### src/rtl/alu_if.sv
// alu_if: issue/response bundle between the execute-stage ALU and its neighbours
interface alu_if #(parameter int W = 16) ();
  logic         in_valid;
  logic         in_ready;
  logic [4:0]   alu_control;
  logic [W-1:0] src;
  logic [W-1:0] dst;
  logic         flags_we;
  logic [3:0]   flags_in;
  logic [W-1:0] result;
  logic         out_valid;
  logic [3:0]   flags;
  logic         busy;
  modport master (
    output in_valid, alu_control, src, dst, flags_we, flags_in,
    input  in_ready, result, out_valid, flags, busy
  );
  modport slave (
    input  in_valid, alu_control, src, dst, flags_we, flags_in,
    output in_ready, result, out_valid, flags, busy
  );
endinterface

### src/rtl/alu_seq.sv
// alu_seq: registered execute-stage ALU owning the CCR, with iterative shift/multiply.
// Ports: clk, rst (sync active-high); bus (alu_if.slave): in_valid/in_ready issue
// handshake, alu_control/src/dst operands, flags_we/flags_in CCR restore,
// result/out_valid/flags response, busy while a multi-cycle op runs.
module alu_seq #(
  parameter int W   = 16,
  parameter int SHW = $clog2(W + 1)
) (
  input logic clk,
  input logic rst,
  alu_if.slave bus
);
  localparam int CW = $clog2(W + 1);
  typedef enum logic [1:0] {IDLE, SHIFT, MUL} state_t;
  state_t       state_q;
  logic [W-1:0] result_q, mc_q, hi_q, lo_q, r, sh_lo, mul_hi, mul_lo;
  logic [W:0]   sum, mac;
  logic [3:0]   flags_q, f_new;
  logic [CW-1:0] cnt_q;
  logic [31:0]  amt;
  logic [4:0]   op;
  logic         out_valid_q, dir_q, acc, c, v, wr, wzn, sh_out, is_sh;
  assign op            = bus.alu_control;
  assign bus.in_ready  = (state_q == IDLE) & ~rst;
  assign bus.busy      = state_q != IDLE;
  assign bus.result    = result_q;
  assign bus.flags     = flags_q;
  assign bus.out_valid = out_valid_q;
  assign acc           = bus.in_valid & bus.in_ready;
  assign is_sh         = (op == 5'd13) || (op == 5'd14);
  assign amt = 32'(bus.dst[SHW-1:0]) > 32'(W) ? 32'(W) : 32'(bus.dst[SHW-1:0]);
  // Single-cycle datapath; a zero-length shift also completes here with result = src.
  always_comb begin
    sum = '0;
    r   = bus.src;
    c   = flags_q[0];
    v   = flags_q[3];
    wr  = 1'b0;
    wzn = 1'b0;
    case (op)
      5'd1: c = 1'b1;
      5'd2: c = 1'b0;
      5'd3: begin r = ~bus.dst; wr = 1'b1; wzn = 1'b1; end
      5'd4: begin
        r = bus.dst + W'(1); wr = 1'b1; wzn = 1'b1;
        v = bus.dst == {1'b0, {(W-1){1'b1}}};
      end
      5'd5: begin
        r = bus.dst - W'(1); wr = 1'b1; wzn = 1'b1;
        v = bus.dst == {1'b1, {(W-1){1'b0}}};
      end
      5'd8, 5'd15, 5'd16, 5'd17: wr = 1'b1;
      5'd9, 5'd27: begin
        sum = {1'b0, bus.src} + {1'b0, bus.dst} + {{W{1'b0}}, (op == 5'd27) & flags_q[0]};
        r = sum[W-1:0]; c = sum[W]; wr = 1'b1; wzn = 1'b1;
        v = (bus.src[W-1] == bus.dst[W-1]) & (r[W-1] != bus.src[W-1]);
      end
      // Bit W of the W+1-bit difference is the borrow.
      5'd10, 5'd28: begin
        sum = {1'b0, bus.src} - {1'b0, bus.dst} - {{W{1'b0}}, (op == 5'd28) & flags_q[0]};
        r = sum[W-1:0]; c = sum[W]; wr = 1'b1; wzn = 1'b1;
        v = (bus.src[W-1] != bus.dst[W-1]) & (r[W-1] == bus.dst[W-1]);
      end
      5'd11: begin r = bus.src & bus.dst; wr = 1'b1; wzn = 1'b1; end
      5'd12: begin r = bus.src | bus.dst; wr = 1'b1; wzn = 1'b1; end
      5'd30: begin r = bus.src ^ bus.dst; wr = 1'b1; wzn = 1'b1; end
      5'd13, 5'd14: begin wr = 1'b1; wzn = 1'b1; end
      default: ;
    endcase
    f_new = {v, wzn ? r[W-1] : flags_q[2], wzn ? (r == '0) : flags_q[1], c};
  end
  assign sh_lo  = dir_q ? {lo_q[W-2:0], 1'b0} : {1'b0, lo_q[W-1:1]};
  assign sh_out = dir_q ? lo_q[W-1] : lo_q[0];
  // Shift-add step: {hi,lo} holds partial product and remaining multiplier bits.
  assign mac    = {1'b0, hi_q} + (lo_q[0] ? {1'b0, mc_q} : '0);
  assign mul_hi = mac[W:1];
  assign mul_lo = {mac[0], lo_q[W-1:1]};
  always_ff @(posedge clk) begin
    if (rst) begin
      state_q     <= IDLE;
      result_q    <= '0;
      flags_q     <= '0;
      out_valid_q <= 1'b0;
      cnt_q       <= '0;
      mc_q        <= '0;
      hi_q        <= '0;
      lo_q        <= '0;
      dir_q       <= 1'b0;
    end else begin
      out_valid_q <= 1'b0;
      case (state_q)
        IDLE: if (acc) begin
          if (op == 5'd29) begin
            state_q <= MUL;
            cnt_q   <= CW'(W);
            mc_q    <= bus.src;
            hi_q    <= '0;
            lo_q    <= bus.dst;
          end else if (is_sh && amt != 0) begin
            state_q <= SHIFT;
            cnt_q   <= CW'(amt);
            lo_q    <= bus.src;
            dir_q   <= op == 5'd13;
          end else begin
            out_valid_q <= 1'b1;
            flags_q     <= f_new;
            if (wr) result_q <= r;
          end
        end
        SHIFT: begin
          lo_q  <= sh_lo;
          cnt_q <= cnt_q - CW'(1);
          if (cnt_q == CW'(1)) begin
            state_q     <= IDLE;
            out_valid_q <= 1'b1;
            result_q    <= sh_lo;
            flags_q     <= {flags_q[3], sh_lo[W-1], sh_lo == '0, sh_out};
          end
        end
        MUL: begin
          hi_q  <= mul_hi;
          lo_q  <= mul_lo;
          cnt_q <= cnt_q - CW'(1);
          if (cnt_q == CW'(1)) begin
            state_q     <= IDLE;
            out_valid_q <= 1'b1;
            result_q    <= mul_lo;
            flags_q     <= {flags_q[3], mul_lo[W-1], mul_lo == '0, mul_hi != '0};
          end
        end
        default: state_q <= IDLE;
      endcase
      // Restore has priority over any op flag write on the same edge.
      if (bus.flags_we) flags_q <= bus.flags_in;
    end
  end
endmodule
### src/flat_wrapper.sv
// flat-port wrapper written by rule: the top's interface ports become plain ports
module alu_seq_flat 
#(
  parameter int W   = 16,
  parameter int SHW = $clog2(W + 1)
)
  (clk, rst, bus_in_valid, bus_alu_control, bus_src, bus_dst, bus_flags_we, bus_flags_in, bus_in_ready, bus_result, bus_out_valid, bus_flags, bus_busy);
  alu_if #(.W(W)) bus_i ();
  input logic clk;
  input logic rst;
  input wire logic [$bits(bus_i.in_valid)-1:0] bus_in_valid;
  input wire logic [$bits(bus_i.alu_control)-1:0] bus_alu_control;
  input wire logic [$bits(bus_i.src)-1:0] bus_src;
  input wire logic [$bits(bus_i.dst)-1:0] bus_dst;
  input wire logic [$bits(bus_i.flags_we)-1:0] bus_flags_we;
  input wire logic [$bits(bus_i.flags_in)-1:0] bus_flags_in;
  output wire logic [$bits(bus_i.in_ready)-1:0] bus_in_ready;
  output wire logic [$bits(bus_i.result)-1:0] bus_result;
  output wire logic [$bits(bus_i.out_valid)-1:0] bus_out_valid;
  output wire logic [$bits(bus_i.flags)-1:0] bus_flags;
  output wire logic [$bits(bus_i.busy)-1:0] bus_busy;
  assign bus_i.in_valid = bus_in_valid;
  assign bus_i.alu_control = bus_alu_control;
  assign bus_i.src = bus_src;
  assign bus_i.dst = bus_dst;
  assign bus_i.flags_we = bus_flags_we;
  assign bus_i.flags_in = bus_flags_in;
  assign bus_in_ready = bus_i.in_ready;
  assign bus_result = bus_i.result;
  assign bus_out_valid = bus_i.out_valid;
  assign bus_flags = bus_i.flags;
  assign bus_busy = bus_i.busy;
  alu_seq #(.W(W), .SHW(SHW)) u_core (.clk(clk), .rst(rst), .bus(bus_i));
endmodule
### config.mk
export PLATFORM = sky130hd
export DESIGN_NAME = alu_seq_flat
export DESIGN_NICKNAME = d
export VERILOG_FILES = /design/src/rtl/alu_if.sv /design/src/rtl/alu_seq.sv /design/src/flat_wrapper.sv
export SDC_FILE = /design/constraint.sdc
export NUM_CORES = 1
export LEC_CHECK = 0
export CORE_MARGIN = 3
export CORE_UTILIZATION = 25
export CTS_CLUSTER_DIAMETER = 120
export DETAILED_ROUTE_END_ITERATION = 16
export MAX_ROUTING_LAYER = met4
export SYNTH_ARGS = -nofsm -noshare
export SYNTH_HDL_FRONTEND = slang
export SYNTH_SLANG_ARGS = --single-unit
### constraint.sdc
create_clock -name clk -period 5.5 [get_ports clk]
set_input_delay 0.55 -clock clk [delete_from_list [all_inputs] [get_ports clk]]
set_output_delay 0.55 -clock clk [all_outputs]
set_load 0.02 [all_outputs]
-- Yosys cells after proc, flatten, opt, wreduce, memory -nomap -nowiden
Cells that the tools add are included.
- output and inout bits: 23
- input bits: 45
- word-level logic and storage cells: 157
- register bits: 77
- eq/ne operators: 48
- bitwise logic cells: 12
- multiplexer cells: 46
- magnitude comparators: 1
- reductions and logical operators: 31
- add/subtract/negate cells: 8
- operators with widths (operator ; number):
    $mux W16 ; 13
    $pmux W16 S8 ; 1
    $pmux W16 S3 ; 2
    $logic_not A16 Y1 ; 3
    $eq A5 B4 Y1 const B ; 8
    $pmux W16 S2 ; 1
    $reduce_bool A32 Y1 ; 1
    $eq A5 B5 Y1 const B ; 6
    $reduce_and A7 Y1 ; 4
    $mux W5 ; 4
    $add A16 B16 Y17 ; 1
    $add A16 B17 Y17 ; 1
    $add A17 B1 Y17 ; 1
    $sub A16 B16 Y17 ; 1
    $sub A17 B1 Y17 ; 1
    $add A16 B1 Y16 const B ; 1
    $and A16 B16 Y16 ; 1
    $eq A16 B15 Y1 const B ; 1
    $eq A16 B16 Y1 const B ; 1
    $mux W4 ; 4
    $not A16 Y16 ; 1
    $or A16 B16 Y16 ; 1
    $reduce_bool A16 Y1 ; 1
    $reduce_or A16 Y1 ; 1
    other kinds (37) ; 86

-- Logic depth before layout (Yosys ltp)
- word-level depth: 11
- gate-level depth with buffers: 17
- mapped depth without buffers: 15

-- Worst setup path before layout
Ideal clock, no wire load.
- path kind: input to register
- from: in bus_alu_control[2]
- to: reg u_core.flags_q[1] (netlist: u_core.bus.flags[1])
- required time: 5.416 ns
- slack: 0.742 ns
- library setup time: 0.084 ns
- arrival: 4.674 ns
- path buffers: 3
- cell stages on the path: 16
- cells stage by stage: clkbuf_1 -> buf_2 -> nor4b_1 -> clkbuf_1 -> nand2_1 -> inv_1 -> ha_1 -> a21oi_1 -> o211ai_1 -> a311oi_1 -> a211oi_1 -> or4_1 -> or3_1 -> nor4_1 -> nand4b_1 -> o31ai_2
- word-level cells in the longest chain between the ends: 11
- elaborated cells on any way between the ends: 35
- those cells by class: add/sub: 2; eq/ne: 16; mux: 8; bitwise: 2; reduce/logical: 7
- ends and longest elaborated chain (what ; RTL line ; RTL):
    start: declaration ; flat_wrapper.sv:12 ; input wire logic [$bits(bus_i.alu_control)-1:0] bus_alu_control;
    $eq A5 B5 Y1 (on tied branches) ; alu_seq.sv:40, alu_seq.sv:60, alu_seq.sv:54 ;
    $and A1 B1 Y1 (on tied branches) ; alu_seq.sv:60, alu_seq.sv:54 ;
    $sub A17 B1 Y17 / $add A17 B1 Y17 (equally long branches) ; alu_seq.sv:60, alu_seq.sv:54 ;
    $pmux W16 S8 ; alu_seq.sv:40 ; case (op)
    $logic_not A16 Y1 ; alu_seq.sv:70 ; f_new = {v, wzn ? r[W-1] : flags_q[2], wzn ? (r == '0) : flags_q[1], c};
    $mux W1 ; alu_seq.sv:70 ;
    $mux W4 ; alu_seq.sv:99 ; end else if (is_sh && amt != 0) begin
    $mux W4 ; alu_seq.sv:93 ; if (op == 5'd29) begin
    $mux W4 ; alu_seq.sv:92 ; IDLE: if (acc) begin
    $pmux W4 S3 ; alu_seq.sv:91 ; case (state_q)
    $mux W4 ; alu_seq.sv:134 ; if (bus.flags_we) flags_q <= bus.flags_in;
    end signal: assignment ; alu_seq.sv:106 ; flags_q <= f_new;
    end signal: assignment ; alu_seq.sv:128 ; flags_q <= {flags_q[3], mul_lo[W-1], mul_lo == '0, mul_hi != '0};
    end signal: assignment ; alu_seq.sv:134 ;
    end: declaration ; alu_seq.sv:18 ; logic [3:0] flags_q, f_new;
Several ways; a longest one is shown, not always the timed one. The select of a mux whose other input is x is not followed.
A chain may end at the register's enable or synchronous reset.

-- Worst setup path after layout
- from: in bus_alu_control[1]
- to: reg u_core.flags_q[0] (netlist: u_core.bus.flags[0])
- word-level cells in the longest chain between the ends: 9
- elaborated cells on any way between the ends: 27
- those cells by class: add/sub: 2; eq/ne: 12; mux: 6; bitwise: 2; reduce/logical: 5
- ends and longest elaborated chain (what ; RTL line):
    $eq A5 B5 Y1 (on tied branches) ; alu_seq.sv:40, alu_seq.sv:60, alu_seq.sv:54
    $and A1 B1 Y1 (on tied branches) ; alu_seq.sv:60, alu_seq.sv:54
    $sub A17 B1 Y17 / $add A17 B1 Y17 (equally long branches) ; alu_seq.sv:60, alu_seq.sv:54
    $pmux W1 S4 ; alu_seq.sv:40
    $mux W4 ; alu_seq.sv:99
    $mux W4 ; alu_seq.sv:93
    $mux W4 ; alu_seq.sv:92
    $pmux W4 S3 ; alu_seq.sv:91
    $mux W4 ; alu_seq.sv:134
Several ways; a longest one is shown, not always the timed one. The select of a mux whose other input is x is not followed.

==> metrics.txt <==
status=finished clean; Buf/Inv on CP=2; worst hold start=u_core.bus.result[13]; commonest non-fill, non-tap cells in the layout=141 x nor2_1, 118 x a21oi_1, 98 x ha_1; vias in the first global route=a little under 9,000; die span in y=~190 um; Worst Hold Depth=2; DP HPWL=around 25,000 um; Hold Violations, Final=0; Reg2Reg Depth=12; Slew Limit Fails=0; CP endpoint kind=flop; maximum fanout along the worst path=19; R2R Path End=u_core.bus.flags[0]; Die ar.=between 0.03 and 0.04 mm2; clk_lat worst skew=between 0.3 and 0.4 ns; H-Tree Depth=3; DR vias/cell=~5.6; remaining antenna violation count=0; clk sinks=77; Resized cells post-CTS=0; Tcrit/Tclk final=84.5%; Worst Setup Path Type=primary input to flop; Slew HR=between 20 and 30%; RSZ-0062 raised after global routing=false; routability cong.=around 0.94; post-synthesis sequential area ratio=about 18%; hold buffer count at cts=0; complex-gate fraction of the synthesized area=32.7%; Num CTS Buffers=9; worst r2r src=u_core.lo_q[0]; initial antenna violation count=0; Clock Path Buffers=2; synthesized net count=between 1,000 and 1,500; WP data required=between 5 and 6 ns; Power Total=2.20 mW; final instance area=between 0.01 and 0.015 mm2; Clk pin slew, worst setup/hold paths=0.06 ns; ratio of cells with drive above 1 in the final layout=under 10%; routed vias=~9,300; drc violations=0; Worst Tran Pin Value=1.08 ns; max incr delay on CP=~0.73 ns; Post-Synth Simple-Gate Area=between 20% and 30%; initial DRC count=about 920; Starting Density=around a quarter; final setup TNS=0 ns; largest net degree at the start of global routing=80; CP Cell Sequence=clkdlybuf4s50_1 -> buf_4 -> nand2_1 -> nor2_1 -> nand2_1 -> fa_1 -> fa_1 -> nand2b_1 -> a21oi_1 -> o21ai_0 -> a211oi_1 -> o21ai_0 -> a2111oi_0 -> nor4_1 -> o311a_1 -> nor3_1; synthesis warning total=0; post-synthesis xor/xnor area fraction=between 3 and 4%; largest family of logic cells by synthesized area=compound AO/OA/AOI/OAI gates; DRT Pass-1 Iters=5; mux contribution to synthesized area=roughly 1.2%; TritonCTS clock tree=yes; Avg WL per Cell=~19 um; ant diodes=0; Peak Freq=between 200 and 250 MHz; Worst Hold End=u_core.bus.result[13]; worst hold path type=flop to flop; Nets=1,360; Synth async-reset ratio=0%; adder-cell share of the synthesized area=between 10% and 20%; number of flops mapped to enable cells by yosys=0; Die W=around 190 um; synthesized area per cell=around 7.4 um2; Worst path slowest cell=a2111oi_0; r2r setup slk=1.37 ns; final setup fails=0; Final Skew=around 0.0076 ns; cell area after synthesis=around 0.0086 mm2; root buffer cell=clkbuf_16; WL final=between 30,000 and 40,000 um; worst vdd ir=0.141 mV; Total GRT Usage=about 18%; MaxCap Viol Count=0; I/O pin cnt=68; startpoint type of the worst setup path=primary input; Placement Cell Area=between 0.009 and 0.01 mm2; Core Area=approximately 0.034 mm2; commonest non-fill, non-tap cell in the layout=nor2_1; Finished Core Util=between 20 and 30%; critical path arrival=between 4 and 5 ns; ys flop type=dfxtp_1; CP delay by family, top=compound AO/OA/AOI/OAI gates; Final Critical Period=roughly 4.6 ns; PwrDens=approximately 220 mW/mm2; total gr overflow=0; library cells used by synthesis=89; num rows=67; synthesized flop and latch total=77; I/O Buffers=67; number of setup buffers added after CTS=0; first-pass GRT wire length=~50,000 um; area growth from synthesis to layout=17.2%; P_leak=between 4 and 5 nW; Synth Instances=1,172
cell families after synthesis:
| kind of cell | count (synthesis) |
|---|---|
| buffers and inverters | 137 |
| adders and majority gates | 104 |
| AOI/OAI and AO/OA | 403 |
| DFF | 77 |
| muxes | 10 |
| xor gates and xnor gates | 39 |
| and+or+nand+nor | 402 |
cell type report:
| cell class | instances | area, um2 |
|---|---|---|
| repair buffers | 89 | 831 |
| clock buffers | 10 | 229 |
| flip-flops and latches | 77 | 1540 |
| fillers | 3677 | 23700 |
| clock inverters | 6 | 111 |
| multi-input cells | 958 | 6560 |
| well taps | 448 | 561 |
| inverters | 76 | 285 |
state kept, by name, indices dropped and copies added (netlist names):
name,cells
u_core.bus.flags,4
u_core.bus.out_valid,1
u_core.bus.result,16
u_core.cnt_q,5
u_core.dir_q,1
u_core.hi_q,16
u_core.lo_q,16
u_core.mc_q,16
u_core.state_q,2
where the power goes:
part           internal, mW  switching [mW]
sequential            0.602          0.0415
clock                 0.443           0.243
combinational         0.332           0.542
how the worst max path moves through the flow:
| stage | end | startpoint | cells after the start |
|---|---|---|---|
| global placement | u_core.bus.flags[0] | bus_alu_control[1] | 16 |
| global route | u_core.bus.flags[0] | bus_alu_control[1] | 16 |
| detailed placement | u_core.bus.flags[0] | bus_alu_control[1] | 16 |
| floorplan | u_core.bus.flags[1] | bus_alu_control[2] | 16 |
| CTS | u_core.bus.flags[0] | bus_alu_control[1] | 16 |
| finish | u_core.bus.flags[0] | bus_alu_control[1] | 16 |
worst reg2reg max path: stages, from the launching register on:
cell and delay, ns:
dfxtp_1 0.49, and2_1 0.27, ha_1 0.24, fa_1 0.46, a211oi_1 0.27, o21ai_0 0.18, a2111oi_0 0.62, o41ai_1 0.18
a21oi_1 0.21, xnor2_1 0.12, o41ai_1 0.62, o311a_1 0.27, nor3_1 0.04
cell usage after synthesis, drive strengths merged, types with 6 or more instances:
cell     count  share of area (%)
xnor2       25                2.5
nor4         9               0.65
buf         12               0.83
nand2b      12               0.87
and3        11               0.80
inv         74                3.2
or2         10               0.72
dfxtp       77                 18
a211oi      14                1.2
nor2b        7               0.51
o21a        11               0.96
or3         14                1.1
and2        22                1.6
nand3b       7               0.61
clkbuf      49                2.1
a311oi       8               0.88
fa           6                1.4
o21ai       59                3.6
a221oi      20                2.3
mux2i        9                1.0
o2111ai      6               0.61
a21o        17                1.5
a2111oi      6               0.62
ha          98                 14
nand3       24                1.4
o22ai       11               0.80
nand4        9               0.65
nor2       142                6.2
nor3        36                2.1
a32oi        7               0.71
a221o       13                1.5
a22oi       16                1.4
a21oi      119                6.9
o211ai      27                2.3
xor2        14                1.4
o31ai        6               0.58
nand2       82                3.6
through the flow:
stage	hold WS, ns	cells	setup WS [ns]
global placement	0.444	1648	0.683
finish	0.458	1664	0.851
global route	0.490	1664	0.510
floorplan	0.436	1172	0.742
detailed placement	0.454	1648	0.595
CTS	0.465	1664	0.904
layer usage:
layer / global-route usage [%] / vias to the layer above / share of wire (%)
li1: - / 4404 / -
met1: 24.2 / 4483 / 45
met2: 27.5 / 415 / 46
met3: 2.35 / 46 / 7.4
met4: 4.49 / 0 / 2.1
met5: - / - / 0
(Power assumes the default switching activity.)
